**src/rtl/codificador_pt2262.sv**
```systemverilog
// PT2262-style remote-control encoder.
// Serialises an 8-bit address and 4-bit data word as twelve pulse-width
// coded bits followed by a long sync bit, repeated back to back. Timing is
// derived from an internal oscillator that is a divided copy of clk; every
// register runs on clk and advances one step on each oscillator rising edge.

module codificador_pt2262 #(
  parameter int OSC_HALF = 4
) (
  input  logic       clk,
  input  logic       reset,
  input  logic [7:0] A,
  input  logic [3:0] D,
  output logic       sync,
  output logic       cod_o
);

  localparam int DIV_W = (OSC_HALF > 1) ? $clog2(OSC_HALF) : 1;

  localparam logic [6:0] SYNC_LAST_TICK = 7'd127;
  localparam logic [6:0] BIT_LAST_TICK  = 7'd31;
  localparam logic [3:0] LAST_BIT       = 4'd11;
  localparam logic [6:0] SYNC_HIGH      = 7'd4;
  localparam logic [3:0] SHORT_HIGH     = 4'd4;
  localparam logic [3:0] LONG_HIGH      = 4'd12;

  typedef enum logic {
    SYNC,
    DATA
  } state_t;

  logic [DIV_W-1:0] div_cnt;
  logic             div_end;
  logic             osc_clk;
  logic             tick;

  state_t           state;
  state_t           state_nxt;
  logic [6:0]       tick_cnt;
  logic [6:0]       tick_nxt;
  logic [3:0]       bit_cnt;
  logic [3:0]       bit_nxt;
  logic [11:0]      word;
  logic [11:0]      word_nxt;
  logic             sync_nxt;
  logic             cod_nxt;

  logic [3:0]       phase;
  logic [3:0]       bit_idx;
  logic             cur_bit;

  assign div_end = (div_cnt == DIV_W'(OSC_HALF - 1));

  // A tick is the clk cycle in which osc_clk is about to go from 0 to 1.
  assign tick = div_end & ~osc_clk;

  // Oscillator divider: osc_clk toggles once every OSC_HALF clk cycles.
  always_ff @(posedge clk or negedge reset) begin
    if (!reset) begin
      div_cnt <= '0;
      osc_clk <= 1'b0;
    end else if (div_end) begin
      div_cnt <= '0;
      osc_clk <= ~osc_clk;
    end else begin
      div_cnt <= div_cnt + 1'b1;
    end
  end

  // Position inside a 16-tick pulse cycle and the code bit being sent (MSB first).
  assign phase   = tick_cnt[3:0];
  assign bit_idx = LAST_BIT - bit_cnt;
  assign cur_bit = word[bit_idx];

  // Next position and the output level for the tick at the current position.
  always_comb begin
    state_nxt = state;
    tick_nxt  = tick_cnt;
    bit_nxt   = bit_cnt;
    word_nxt  = word;
    sync_nxt  = 1'b0;
    cod_nxt   = 1'b0;
    case (state)
      SYNC: begin
        sync_nxt = 1'b1;
        cod_nxt  = (tick_cnt < SYNC_HIGH);
        if (tick_cnt == SYNC_LAST_TICK) begin
          state_nxt = DATA;
          tick_nxt  = '0;
          bit_nxt   = '0;
          word_nxt  = {A, D};
        end else begin
          tick_nxt = tick_cnt + 1'b1;
        end
      end
      DATA: begin
        sync_nxt = 1'b0;
        cod_nxt  = cur_bit ? (phase < LONG_HIGH) : (phase < SHORT_HIGH);
        if (tick_cnt == BIT_LAST_TICK) begin
          tick_nxt = '0;
          if (bit_cnt == LAST_BIT) begin
            state_nxt = SYNC;
            bit_nxt   = '0;
          end else begin
            bit_nxt = bit_cnt + 1'b1;
          end
        end else begin
          tick_nxt = tick_cnt + 1'b1;
        end
      end
      default: begin
        state_nxt = SYNC;
        tick_nxt  = '0;
        bit_nxt   = '0;
      end
    endcase
  end

  // Sequencer and output registers only move on a tick, so the outputs stay
  // stable for a whole oscillator period between ticks.
  always_ff @(posedge clk or negedge reset) begin
    if (!reset) begin
      state    <= SYNC;
      tick_cnt <= '0;
      bit_cnt  <= '0;
      word     <= '0;
      sync     <= 1'b0;
      cod_o    <= 1'b0;
    end else if (tick) begin
      state    <= state_nxt;
      tick_cnt <= tick_nxt;
      bit_cnt  <= bit_nxt;
      word     <= word_nxt;
      sync     <= sync_nxt;
      cod_o    <= cod_nxt;
    end
  end

endmodule

```
**config.mk**
```make
export PLATFORM = sky130hd
export DESIGN_NAME = codificador_pt2262
export DESIGN_NICKNAME = d
export VERILOG_FILES = /design/src/rtl/codificador_pt2262.sv
export SDC_FILE = /design/constraint.sdc
export NUM_CORES = 1
export LEC_CHECK = 0
export ABC_AREA = 1
export BUFFER_PORTS_ARGS = -buffer_cell sky130_fd_sc_hd__buf_2
export CORE_MARGIN = 2
export CORE_UTILIZATION = 35
export CTS_CLUSTER_DIAMETER = 200
export DETAILED_ROUTE_END_ITERATION = 10
export MAX_ROUTING_LAYER = met4
export SYNTH_ARGS = -nofsm -noshare
export SYNTH_HDL_FRONTEND = slang
export SYNTH_SLANG_ARGS = --single-unit
```
**constraint.sdc**
```tcl
create_clock -name clk -period 1.89 [get_ports clk]
set_input_delay 0.567 -clock clk [delete_from_list [all_inputs] [get_ports clk]]
set_output_delay 0.567 -clock clk [all_outputs]
set_load 0.005 [all_outputs]
```
==> reports/qor_table.md, run 1 <==
| Step | Result | This run |
|---|---|---|
| run status | Run status | completed |
| critical path | Worst Reg-to-Reg Cells | 8 |
| final layout | Ant. Diodes | 0 |
| timing | Slew HR | 56.0% |
| drt | Average vias per placed instance | 4.51 |
| placed design | Global placement routability congestion | 0.781 |
| synthesis | Proportion of register bits with asynchronous set or reset after synthesis | 100% |
| cts | Buffer levels on the longest clock path | 2 |
| critical path | Slack of the worst reg-to-reg path | 0.40 ns |
| drt | Average wire length per cell after detail routing | 11.0 µm |
| global route | Total global routing overflow | 0 |
| global route | Number of antenna violations at the first check in global routing | 0 |
| placed design | Estimated wirelength of the detail-placed design | 1.91 mm |
| final layout | Area added between synthesis and finish | 16.2% |
| critical path | Critical Path End Type | register |
| die | Rows | 24 |
| timing | Final worst-path cycle share | 78.6% |
| synthesis | Combined area of all synthesized cells | 1540 µm² |
| timing | Unrepaired setup endpoints after global routing | false |
| min path | Class of the worst hold path | in -> async |
| die | Standard cell core area | 4290 µm² |
| timing | Total negative slack for setup checks | 0 ns |
| timing | Pins over their slew limit | 0 |
| power | Power density over the cells | 758 nW/µm² |
| die | Boundary pin count | 16 |
| cts | Clock transition at the register clock pins on the worst setup and hold paths after CTS | 0.07 ns |
| cts | Setup Fix Bufs, Post-CTS | 0 |
| cts | Cts-stage hold buffer count | 0 |
| synthesis | Main area contributors after synthesis | sky130_fd_sc_hd__dfrtp_1, sky130_fd_sc_hd__nand2_1, sky130_fd_sc_hd__a21oi_2, sky130_fd_sc_hd__nand3_1, sky130_fd_sc_hd__inv_1 |
| critical path | Critical path class | reg -> reg |
| power | Reported net switching power | 271 µW |
| power | Clock network fraction of design power | 49.0% |
| global route | Wire length of the first global-routing pass | 4.82 mm |
| drt | Post-route ant nets | 0 |
| critical path | Worst path required time | 2.05 ns |
| synthesis | Syn Area/Cell | 8.80 µm² |
| cts | Latest clock arrival within the worst-skew pair | 0.29 ns |
| synthesis | Post-Synthesis Net Count | 193 |
| power | VDD IR-drop max | 0.621 mV |
| critical path | Critical path launch point type | register |
| placed design | Placement-stage worst setup slack | 0.400 ns |
| cts | Clock tree root driver cell | sky130_fd_sc_hd__clkbuf_8 |
| drt | Drt pass-1 iters | 6 |
| synthesis | Share of the yosys chip area belonging to registers | 47.1% |
| timing | Measured slew at the worst slew-check pin | 0.659 ns |
| synthesis | Main synth FF type | sky130_fd_sc_hd__dfrtp_1 |
| synthesis | Count of yosys warnings during synthesis | 0 |
| cts | Number of buffers added by the clock tree synthesis step | 5 |
| cts | Maximum level of the CTS H-tree | 2 |
| global route | Total global-route track usage | 12.9% |
| synthesis | Number of standard cells after synthesis | 175 |
| flow run | Maximum capacitance violations | 0 |
| drt | Drc violations | 0 |
| synthesis | Post-synth top area share | 47.1% |
| power | Internal power consumption | 1080 µW |
| timing | Final hold violations | 0 |
| die | Initial Util | 35.9% |
| drt | Total routed wirelength | 2.72 mm |
| power | Sequential cell fraction of total power | 47.0% |
| timing | Fin worst setup slack | 0.405 ns |
| placed design | Count of input and output buffers | 15 |
| power | Cell leakage power | 0.000895 µW |
| cts | Count of clock tree sinks | 29 |
| power | Sw Share | 20.0% |
| synthesis | Cell variety after synth | 27 |
| critical path | Worst r2r dst | tick_cnt[5]$_DFFE_PN0P_ |
| final layout | Layout cells sized above 1 | 29.6% |
| synthesis | Register bit count reported by yosys | 29 |
| timing | Highest clock rate | 0.673 GHz |
| die | Width of the die | 70.3 µm |
| die | DIE AREA | 4950 µm² |
| timing | Clock period minus worst slack | 1.49 ns |
| power | Logic gate share of total power | 4.0% |
| timing | Setup Skew | 0.00893 ns |
| cts | CTS resizes | 0 |
| final layout | Fillers | 444 |
| global route | Vias in the first global route | 1089 |
| cts | Clock tree from TritonCTS | yes |
| critical path | Startpoint of the worst-slack reg-to-reg timing path | div_cnt[0]$_DFF_PN0_ |
| synthesis | Number of enable flip-flop cells after synthesis | 0 |
| synthesis | Most area-hungry cell type in the Yosys netlist | sky130_fd_sc_hd__dfrtp_1 |
| critical path | Worst EP arrival | 1.65 ns |
| drt | Via total after detailed routing | 1119 |
| die | Y dimension of the die | 70.3 µm |
| global route | Maximum number of pins on one net before global-route repair | 30 |
| final layout | Count of nets after finishing | 213 |
| timing | Total of endpoints with negative setup slack in the final report | 0 |
| critical path | Max FO, Critical Path | 10 |
| drt | Drt first-iter violations | 70 |
## cell type report
type / count / area (µm²) / share of cell area, %
sequential: 29 / 726 / 40.6
multi-input combinational: 117 / 686 / 38.3
inverter: 26 / 101 / 5.66
timing repair buffer: 16 / 95.1 / 5.31
clock buffer: 7 / 86.3 / 4.83
tap: 52 / 65.1 / 3.64
clock inverter: 1 / 30.0 / 1.68
## synthesized netlist by cell type, types with 2 or more instances
library cell	number
sky130_fd_sc_hd__o21ai_0	4
sky130_fd_sc_hd__ha_1	4
sky130_fd_sc_hd__inv_2	2
sky130_fd_sc_hd__o21ai_2	2
sky130_fd_sc_hd__nand3_1	19
sky130_fd_sc_hd__nand3_2	2
sky130_fd_sc_hd__inv_1	22
sky130_fd_sc_hd__nand2_1	32
sky130_fd_sc_hd__buf_6	2
sky130_fd_sc_hd__a21oi_2	12
sky130_fd_sc_hd__o21ai_1	4
sky130_fd_sc_hd__nor3_1	2
sky130_fd_sc_hd__dfrtp_1	29
sky130_fd_sc_hd__nor2_2	11
sky130_fd_sc_hd__nor2_1	13
sky130_fd_sc_hd__a21oi_1	3
sky130_fd_sc_hd__xor2_1	2
## how the worst max path moves through the flow
stage / start / to / slack, ns / depth (start not counted)
after floorplan: div_cnt[0]$_DFF_PN0_ / tick_cnt[5]$_DFFE_PN0P_ / 0.53 / 8
after global placement: div_cnt[0]$_DFF_PN0_ / tick_cnt[5]$_DFFE_PN0P_ / 0.44 / 8
after global routing: div_cnt[0]$_DFF_PN0_ / tick_cnt[5]$_DFFE_PN0P_ / 0.17 / 8
final: div_cnt[0]$_DFF_PN0_ / tick_cnt[5]$_DFFE_PN0P_ / 0.40 / 8
after CTS: div_cnt[0]$_DFF_PN0_ / tick_cnt[5]$_DFFE_PN0P_ / 0.39 / 8
after detailed placement: div_cnt[0]$_DFF_PN0_ / tick_cnt[5]$_DFFE_PN0P_ / 0.40 / 8
## metal layers
metal / share of wire, % / global-route usage, % / up-vias
met5: 0 / - / -
met3: 5.0 / 3.90 / 5
met2: 43 / 17.5 / 16
met4: 1.5 / 7.69 / 0
met1: 50 / 16.7 / 501
li1: - / - / 597
## cell families (layout without fill, tap and decap cells)
kind of cell	Yosys count	count (layout)	synth area share [%]
and+or+nand+nor	84	84	27.6
DFF	29	29	47.1
buffers and inverters	29	50	8.37
AOI/OAI and AO/OA	26	26	11.9
adders and majority gates	4	4	3.25
xor gates and xnor gates	3	3	1.71
## cell usage in the layout, fill, tap and decap left out, drive strengths merged
cell type / Yosys / final
xnor2: 1 / 1
dfrtp: 29 / 29
a31oi: 1 / 1
nand3: 21 / 21
xor2: 2 / 2
nor2: 26 / 26
ha: 4 / 4
nor3b: 2 / 2
a21oi: 15 / 15
clkbuf: 0 / 7
o21ai: 10 / 10
nand2: 33 / 33
inv: 25 / 25
nor3: 2 / 2
bufinv: 0 / 1
buf: 3 / 16
clkinv: 1 / 1
## power by group through the flow
stage | sequential (µW) | clock [µW] | combinational [µW]
4_1_cts | 637 | 684 | 56.1
3_3_place_gp | 648 | 0 | 54.8
5_1_grt | 637 | 707 | 63.1
3_5_place_dp | 648 | 0 | 55.7
6_report | 637 | 665 | 54.0
2_1_floorplan | 648 | 0 | 24.6
## state kept, by name, indices dropped and copies added (netlist names)
register and cells:
sync 1, div_cnt 2, bit_cnt 4, cod_o 1, word 12, tick_cnt 7, osc_clk 1, state 1
## per-stage QoR
stage	std cells	hold WS, ns	instance area [µm²]	total power [µW]	util, %
2_1_floorplan	175	0.271	1540	672	-
4_1_cts	248	0.327	1790	1380	41.7
6_report	248	0.305	1790	1360	41.7
3_3_place_gp	240	0.418	1670	703	39.0
5_1_grt	248	0.377	1790	1410	41.7
3_5_place_dp	240	0.427	1670	704	39.0
## critical path: stages, from the launching register on
cell,delay [ns]
sky130_fd_sc_hd__dfrtp_1,0.34
sky130_fd_sc_hd__ha_1,0.18
sky130_fd_sc_hd__inv_2,0.06
sky130_fd_sc_hd__nor2_4,0.22
sky130_fd_sc_hd__inv_4,0.11
sky130_fd_sc_hd__nor2_2,0.11
sky130_fd_sc_hd__nand2_1,0.09
sky130_fd_sc_hd__nor3_1,0.18
sky130_fd_sc_hd__nor3b_2,0.07
No activity file was read; power rests on OpenSTA's default activity.
==> inputs of run 2 (changes only) <==
Clock period 1.89 ns to 1.41 ns, I/O delays scaled along.
==> run 2 against run 1 <==
Compared with the run above: die area unchanged; largest cell class is now multi-input gates; register-to-register slack worse by 0.40 ns; core utilization up 6.0 points; cell area up 14%; highest routed layer unchanged; critical path type unchanged; total power up 19%; non-clock buffer count up 16; critical path depth unchanged; setup slack worse by 0.40 ns.
==> reports/qor_table.md, run 2 (synthesized netlist as in run 1, its figures left out) <==
| Step | Result | This run | vs previous |
|---|---|---|---|
| placed design | Placement-stage worst setup slack | 0.0422 ns | was 0.400 ns |
| timing | Fin worst setup slack | 0.00178 ns | was 0.405 ns |
| drt | Drt first-iter violations | 86 | was 70 |
| timing | Measured slew at the worst slew-check pin | 0.370 ns | was 0.659 ns |
| global route | Wire length of the first global-routing pass | 4.89 mm | was 4.82 mm |
| final layout | Register with the most flip-flops | word | unchanged |
| flow run | Maximum capacitance violations | 0 | unchanged |
| die | Rows | 24 | unchanged |
| timing | Final worst-path cycle share | 99.9% | was 78.6% |
| timing | Unrepaired setup endpoints after global routing | true | was false |
| cts | Buffer levels on the longest clock path | 2 | unchanged |
| timing | Setup Skew | 0.00701 ns | was 0.00893 ns |
| drt | Total routed wirelength | 3.19 mm | was 2.72 mm |
| timing | Total of endpoints with negative setup slack in the final report | 0 | unchanged |
| timing | Final hold violations | 0 | unchanged |
| critical path | Critical path launch point type | register | unchanged |
| cts | Clock tree root driver cell | sky130_fd_sc_hd__clkbuf_8 | unchanged |
| final layout | Area added between synthesis and finish | 33.0% | was 16.2% |
| drt | Drt pass-1 iters | 4 | was 6 |
| drt | Average vias per placed instance | 4.69 | was 4.51 |
| cts | Clock tree from TritonCTS | yes | unchanged |
| final layout | Largest registers | word x12, tick_cnt x7, bit_cnt x4 | unchanged |
| timing | Pins over their slew limit | 0 | unchanged |
| global route | Total global routing overflow | 0 | unchanged |
| critical path | Max FO, Critical Path | 6 | was 10 |
| min path | Class of the worst hold path | in -> async | unchanged |
| cts | Count of clock tree sinks | 29 | unchanged |
| critical path | Critical path class | reg -> reg | unchanged |
| die | Initial Util | 35.9% | unchanged |
| run status | Run status | completed | unchanged |
| power | Cell leakage power | 0.000966 µW | was 0.000895 µW |
| die | Width of the die | 70.3 µm | unchanged |
| drt | Post-route ant nets | 0 | unchanged |
| placed design | Estimated wirelength of the detail-placed design | 2.04 mm | was 1.91 mm |
| global route | Number of antenna violations at the first check in global routing | 0 | unchanged |
| cts | Latest clock arrival within the worst-skew pair | 0.28 ns | was 0.29 ns |
| timing | Slew HR | 75.3% | was 56.0% |
| die | Standard cell core area | 4290 µm² | unchanged |
| critical path | Worst path required time | 1.58 ns | was 2.05 ns |
| final layout | Largest register FFs | 12 | unchanged |
| final layout | Commonest non-fill, non-tap cells in the layout | sky130_fd_sc_hd__nand2_1, sky130_fd_sc_hd__dfrtp_1, sky130_fd_sc_hd__inv_1 | unchanged |
| placed design | Global placement routability congestion | 0.828 | was 0.781 |
| critical path | Launch point of the worst path | div_cnt[0]$_DFF_PN0_ | unchanged |
| drt | Via total after detailed routing | 1238 | was 1119 |
| final layout | Most common cell after layout, fill and taps aside | sky130_fd_sc_hd__nand2_1 | unchanged |
| cts | Cts-stage hold buffer count | 0 | unchanged |
| critical path | Worst EP arrival | 1.58 ns | was 1.65 ns |
| timing | Clock period minus worst slack | 1.41 ns | was 1.49 ns |
| cts | Maximum level of the CTS H-tree | 2 | unchanged |
| die | Boundary pin count | 16 | unchanged |
| cts | Number of buffers added by the clock tree synthesis step | 5 | unchanged |
| final layout | Ant. Diodes | 0 | unchanged |
| critical path | Startpoint of the worst-slack reg-to-reg timing path | div_cnt[0]$_DFF_PN0_ | unchanged |
| power | VDD IR-drop max | 0.343 mV | was 0.621 mV |
| die | Y dimension of the die | 70.3 µm | unchanged |
| global route | Vias in the first global route | 1095 | was 1089 |
| timing | Highest clock rate | 0.710 GHz | was 0.673 GHz |
| global route | Maximum number of pins on one net before global-route repair | 30 | unchanged |
| power | Sum of internal, switching and leakage power | 1610 µW | was 1360 µW |
| die | DIE AREA | 4950 µm² | unchanged |
| final layout | Final cell utilization of the core | 47.7% | was 41.7% |
| final layout | Layout cells sized above 1 | 40.6% | was 29.6% |
| final layout | Count of nets after finishing | 230 | was 213 |
| power | Power density over the cells | 788 nW/µm² | was 758 nW/µm² |
| drt | Drc violations | 0 | unchanged |
| placed design | Count of input and output buffers | 15 | unchanged |
| drt | Average wire length per cell after detail routing | 12.1 µm | was 11.0 µm |
| global route | Total global-route track usage | 13.0% | was 12.9% |
| critical path | Critical Path End Type | register | unchanged |
| cts | Clock transition at the register clock pins on the worst setup and hold paths after CTS | 0.06 ns | was 0.07 ns |
run 2: changes by cell type in the layout (fill, tap and decap cells not counted), sizes merged:
cell / change
buf: +14
nor2: +1
bufinv: -1
clkbuf: +2
run 2: worst paths after layout:
path	cells after the start	endpoint	slack (ns)
max	8	word[11]$_DFFE_PN0P_	0.002
min	2	word[9]$_DFFE_PN0P_	0.14
min in group clk	3	word[2]$_DFFE_PN0P_	0.39
min reg2reg	1	div_cnt[0]$_DFF_PN0_	0.45
max reg2reg	8	word[11]$_DFFE_PN0P_	0.002
max in group asynchronous	2	tick_cnt[4]$_DFFE_PN0P_	0.97
run 2: power breakdown:
| part | switching (µW) | internal (µW) |
|---|---|---|
| Combinational | 48.1 | 32.8 |
| Sequential | 4.23 | 850 |
| Clock | 292 | 386 |
run 2: layer usage:
layer / GRT usage (%) / part of all wire (%) / vias to the layer above
met5: - / 0 / -
met4: 6.20 / 2.5 / 0
met3: 4.47 / 3.9 / 8
met2: 18.4 / 47 / 24
met1: 16.5 / 46 / 571
li1: - / - / 635
run 2: metrics by stage:
| step | area (µm²) | setup TNS (ns) | cells | hold slack (ns) |
|---|---|---|---|---|
| 6_report | 2050 | 0 | 264 | 0.143 |
| 5_1_grt | 2050 | -0.851 | 264 | 0.183 |
| 4_1_cts | 1830 | 0 | 257 | 0.154 |
| 3_5_place_dp | 1750 | 0 | 250 | 0.425 |
| 3_3_place_gp | 1750 | 0 | 250 | 0.424 |
| 2_1_floorplan | 1540 | 0 | 175 | 0.127 |
run 2: what timing repair did:
| action | in CTS | in global routing |
|---|---|---|
| buffers inserted | 0 | 4 |
| hold endpoints to repair | 0 | 0 |
| setup endpoints to repair | 0 | 21 |
| gates resized for setup | 0 | 28 |
run 2: critical path: stages, from the launching register on:
cell and delay, ns:
sky130_fd_sc_hd__dfrtp_1 0.36, sky130_fd_sc_hd__ha_2 0.19, sky130_fd_sc_hd__inv_2 0.05, sky130_fd_sc_hd__nor2_4 0.14
sky130_fd_sc_hd__buf_6 0.12, sky130_fd_sc_hd__nand3_4 0.12, sky130_fd_sc_hd__clkbuf_16 0.21, sky130_fd_sc_hd__nor2_2 0.09
sky130_fd_sc_hd__a21oi_2 0.03
run 2: cell type report:
class / count / area (µm²)
Timing Repair Buffer: 32 / 254
Sequential cell: 29 / 727
Clock buffer: 7 / 86.3
Inverter: 26 / 101
Multi-Input combinational cell: 118 / 815
Tap cell: 52 / 65.1
Fill cell: 420 / 2250
==> inputs of run 3 (changes only) <==
Settings changed: SETUP_SLACK_MARGIN set to 0.2.
==> run 3 against run 2 <==
Compared with the run above: register-to-register slack about the same; the flow now finishes with violations (negative setup slack); flip-flop and latch count unchanged; non-clock buffer count is 12 higher; sequential share of layout area down 1.4 points; cell area is 4.4% higher; combinational power fell by 5.7%; total power decreased by 1.7%; clock-buffer cell count shrank 1; clock power fell by 3.2%; clock skew rose by 0.0027 ns.
==> reports/qor_table.md, run 3 (synthesized netlist as in run 1, its figures left out) <==
| Step | Result | This run | vs previous |
|---|---|---|---|
| run status | Run status | complete, but fails checks | was completed |
| run status | Failing checks | negative setup slack |  |
| die | Width of the die | 70.3 µm | unchanged |
| critical path | Startpoint of the worst-slack reg-to-reg timing path | tick_cnt[0]$_DFFE_PN0P_ | was div_cnt[0]$_DFF_PN0_ |
| global route | Wire length of the first global-routing pass | 5.99 mm | was 4.89 mm |
| drt | Total routed wirelength | 3.29 mm | was 3.19 mm |
| final layout | Layout cells sized above 1 | 52.0% | was 40.6% |
| timing | Final hold violations | 0 | unchanged |
| final layout | Largest register FFs | 12 | unchanged |
| min path | Class of the worst hold path | in -> async | unchanged |
| timing | Measured slew at the worst slew-check pin | 0.377 ns | was 0.370 ns |
| timing | Setup Skew | 0.00968 ns | was 0.00701 ns |
| critical path | Sequence of cells on the critical path | ha_4, nand2_4, o21ai_4, o21ai_2, buf_6, nor2_8, inv_2, nand2_1, nand2_1 | was ha_2, inv_2, nor2_4, buf_6, nand3_4, clkbuf_16, nor2_2, a21oi_2 |
| final layout | Area added between synthesis and finish | 38.8% | was 33.0% |
| cts | Maximum level of the CTS H-tree | 2 | unchanged |
| cts | Clock transition at the register clock pins on the worst setup and hold paths after CTS | 0.06 ns | about the same |
| timing | Total of endpoints with negative setup slack in the final report | 2 | was 0 |
| drt | Average wire length per cell after detail routing | 11.9 µm | was 12.1 µm |
| timing | Fin worst setup slack | -0.00443 ns | was 0.00178 ns |
| power | VDD IR-drop max | 0.438 mV | was 0.343 mV |
| timing | Final worst-path cycle share | 100% | was 99.9% |
| cts | Clock tree from TritonCTS | yes | unchanged |
| critical path | Cell with the largest stage delay on the worst path | sky130_fd_sc_hd__dfrtp_1 | unchanged |
| placed design | Placed cell count | 255 | was 250 |
| final layout | Count of nets after finishing | 242 | was 230 |
| critical path | Max FO, Critical Path | 5 | was 6 |
| cts | Buffer levels on the longest clock path | 2 | unchanged |
| global route | Number of antenna violations at the first check in global routing | 0 | unchanged |
| final layout | Commonest non-fill, non-tap cells in the layout | sky130_fd_sc_hd__nand2_1, sky130_fd_sc_hd__dfrtp_1, sky130_fd_sc_hd__buf_4 | was sky130_fd_sc_hd__nand2_1, sky130_fd_sc_hd__dfrtp_1, sky130_fd_sc_hd__inv_1 |
| critical path | Critical path class | reg -> reg | unchanged |
| timing | Clock period minus worst slack | 1.41 ns | about the same |
| critical path | Worst r2r dst | bit_cnt[3]$_DFFE_PN0P_ | was word[11]$_DFFE_PN0P_ |
| drt | Drc violations | 0 | unchanged |
| drt | Via total after detailed routing | 1260 | was 1238 |
| timing | Total negative slack for setup checks | -0.00691 ns | was 0 ns |
| timing | Unrepaired setup endpoints after global routing | true | unchanged |
| cts | Number of buffers added by the clock tree synthesis step | 5 | unchanged |
| final layout | Final cell utilization of the core | 49.8% | was 47.7% |
| global route | Total global-route track usage | 15.9% | was 13.0% |
| placed design | Estimated wirelength of the detail-placed design | 2.14 mm | was 2.04 mm |
| drt | Drt first-iter violations | 72 | was 86 |
| die | Boundary pin count | 16 | unchanged |
| critical path | Worst path required time | 1.58 ns | about the same |
| final layout | Register with the most flip-flops | word | unchanged |
| final layout | Final cell count without fillers | 277 | was 264 |
| drt | Post-route ant nets | 0 | unchanged |
| placed design | Global placement routability congestion | 0.785 | was 0.828 |
| critical path | Cell with the most instances on the worst path | sky130_fd_sc_hd__nand2_1 |  |
| power | Power density over the cells | 742 nW/µm² | was 788 nW/µm² |
| cts | Latest clock arrival within the worst-skew pair | 0.28 ns | about the same |
| timing | Slew HR | 74.9% | was 75.3% |
| cts | Count of clock tree sinks | 29 | unchanged |
| final layout | Largest registers | word x12, tick_cnt x7, bit_cnt x4 | unchanged |
| die | Initial Util | 35.9% | unchanged |
| global route | Vias in the first global route | 1292 | was 1095 |
| critical path | Worst EP arrival | 1.58 ns | about the same |
| critical path | Slack of the worst reg-to-reg path | -0.004 ns | was 0.002 ns |
| timing | Highest clock rate | 0.707 GHz | was 0.710 GHz |
| drt | Average vias per placed instance | 4.55 | was 4.69 |
| cts | Clock tree root driver cell | sky130_fd_sc_hd__clkbuf_8 | unchanged |
| die | Y dimension of the die | 70.3 µm | unchanged |
| final layout | Ant. Diodes | 0 | unchanged |
| die | DIE AREA | 4950 µm² | unchanged |
| flow run | Maximum capacitance violations | 0 | unchanged |
| timing | Pins over their slew limit | 0 | unchanged |
| critical path | Worst Reg-to-Reg Cells | 9 | was 8 |
| critical path | CP peak stage delay | 0.40 ns | was 0.36 ns |
| final layout | Most common cell after layout, fill and taps aside | sky130_fd_sc_hd__nand2_1 | unchanged |
| drt | Drt pass-1 iters | 4 | unchanged |
| die | Rows | 24 | unchanged |
| global route | Maximum number of pins on one net before global-route repair | 30 | unchanged |
| global route | Total global routing overflow | 0 | unchanged |
| critical path | Critical path launch point type | register | unchanged |
| power | Cell leakage power | 0.00103 µW | was 0.000966 µW |
| die | Standard cell core area | 4290 µm² | unchanged |
| cts | Cts-stage hold buffer count | 0 | unchanged |
| placed design | Count of input and output buffers | 15 | unchanged |
| critical path | Critical Path End Type | register | unchanged |
[run 3: cell type report]
class	count	area, µm²
clock buffer	6	72.6
clock inverter	2	10.0
sequential	29	729
tap	52	65.1
timing repair buffer	44	337
fill	446	2160
inverter	26	104
multi-input combinational	118	821
[run 3: worst max path at each step]
stage | startpoint | endpoint | slack, ns | cells past startpoint
floorplan | div_cnt[0]$_DFF_PN0_ | word[0]$_DFFE_PN0P_ | 0.08 | 7
global placement | tick_cnt[0]$_DFFE_PN0P_ | tick_cnt[3]$_DFFE_PN0P_ | -0.04 | 9
detailed placement | tick_cnt[0]$_DFFE_PN0P_ | tick_cnt[3]$_DFFE_PN0P_ | -0.04 | 9
CTS | tick_cnt[1]$_DFFE_PN0P_ | tick_cnt[3]$_DFFE_PN0P_ | 0.009 | 9
global route | div_cnt[0]$_DFF_PN0_ | bit_cnt[3]$_DFFE_PN0P_ | -0.09 | 9
finish | tick_cnt[0]$_DFFE_PN0P_ | bit_cnt[3]$_DFFE_PN0P_ | -0.004 | 9
[run 3: what timing repair did]
| action | 4_1_cts | 5_1_grt |
|---|---|---|
| pin swaps | 11 | 10 |
| gates resized for setup | 10 | 25 |
| gates cloned | 1 | 0 |
| setup buffers | 5 | 8 |
| setup endpoints to repair | 27 | 28 |
[run 3: where the power goes]
part           internal, µW  switching (µW)
Combinational          31.3            45.0
Sequential              849            4.49
Clock                   341             314
Total                  1220             364
[run 3: metal layers]
layer	global-route usage (%)	vias to the layer above	wire length, µm
met5	-	-	0
met4	5.13	0	17
met3	5.48	2	123
met2	23.9	15	1670
met1	20.1	588	1480
li1	-	655	-
[run 3: stage by stage]
stage	setup slack, ns	area [µm²]	total power, µW	hold slack (ns)
2_1_floorplan	0.0754	1560	901	0.127
3_3_place_gp	-0.0392	1800	945	0.421
3_5_place_dp	-0.0355	1800	947	0.451
4_1_cts	0.00890	1990	1620	0.150
5_1_grt	-0.0860	2140	1660	0.176
6_report	-0.00443	2140	1590	0.145
[run 3: worst max-delay path, delay by kind of cell (launching register included)]
family          cells  cell delay, ns
flops               1            0.40
fa+ha+maj           1            0.17
compound gates      2            0.23
simple gates        4            0.30
buf+inv             2            0.20
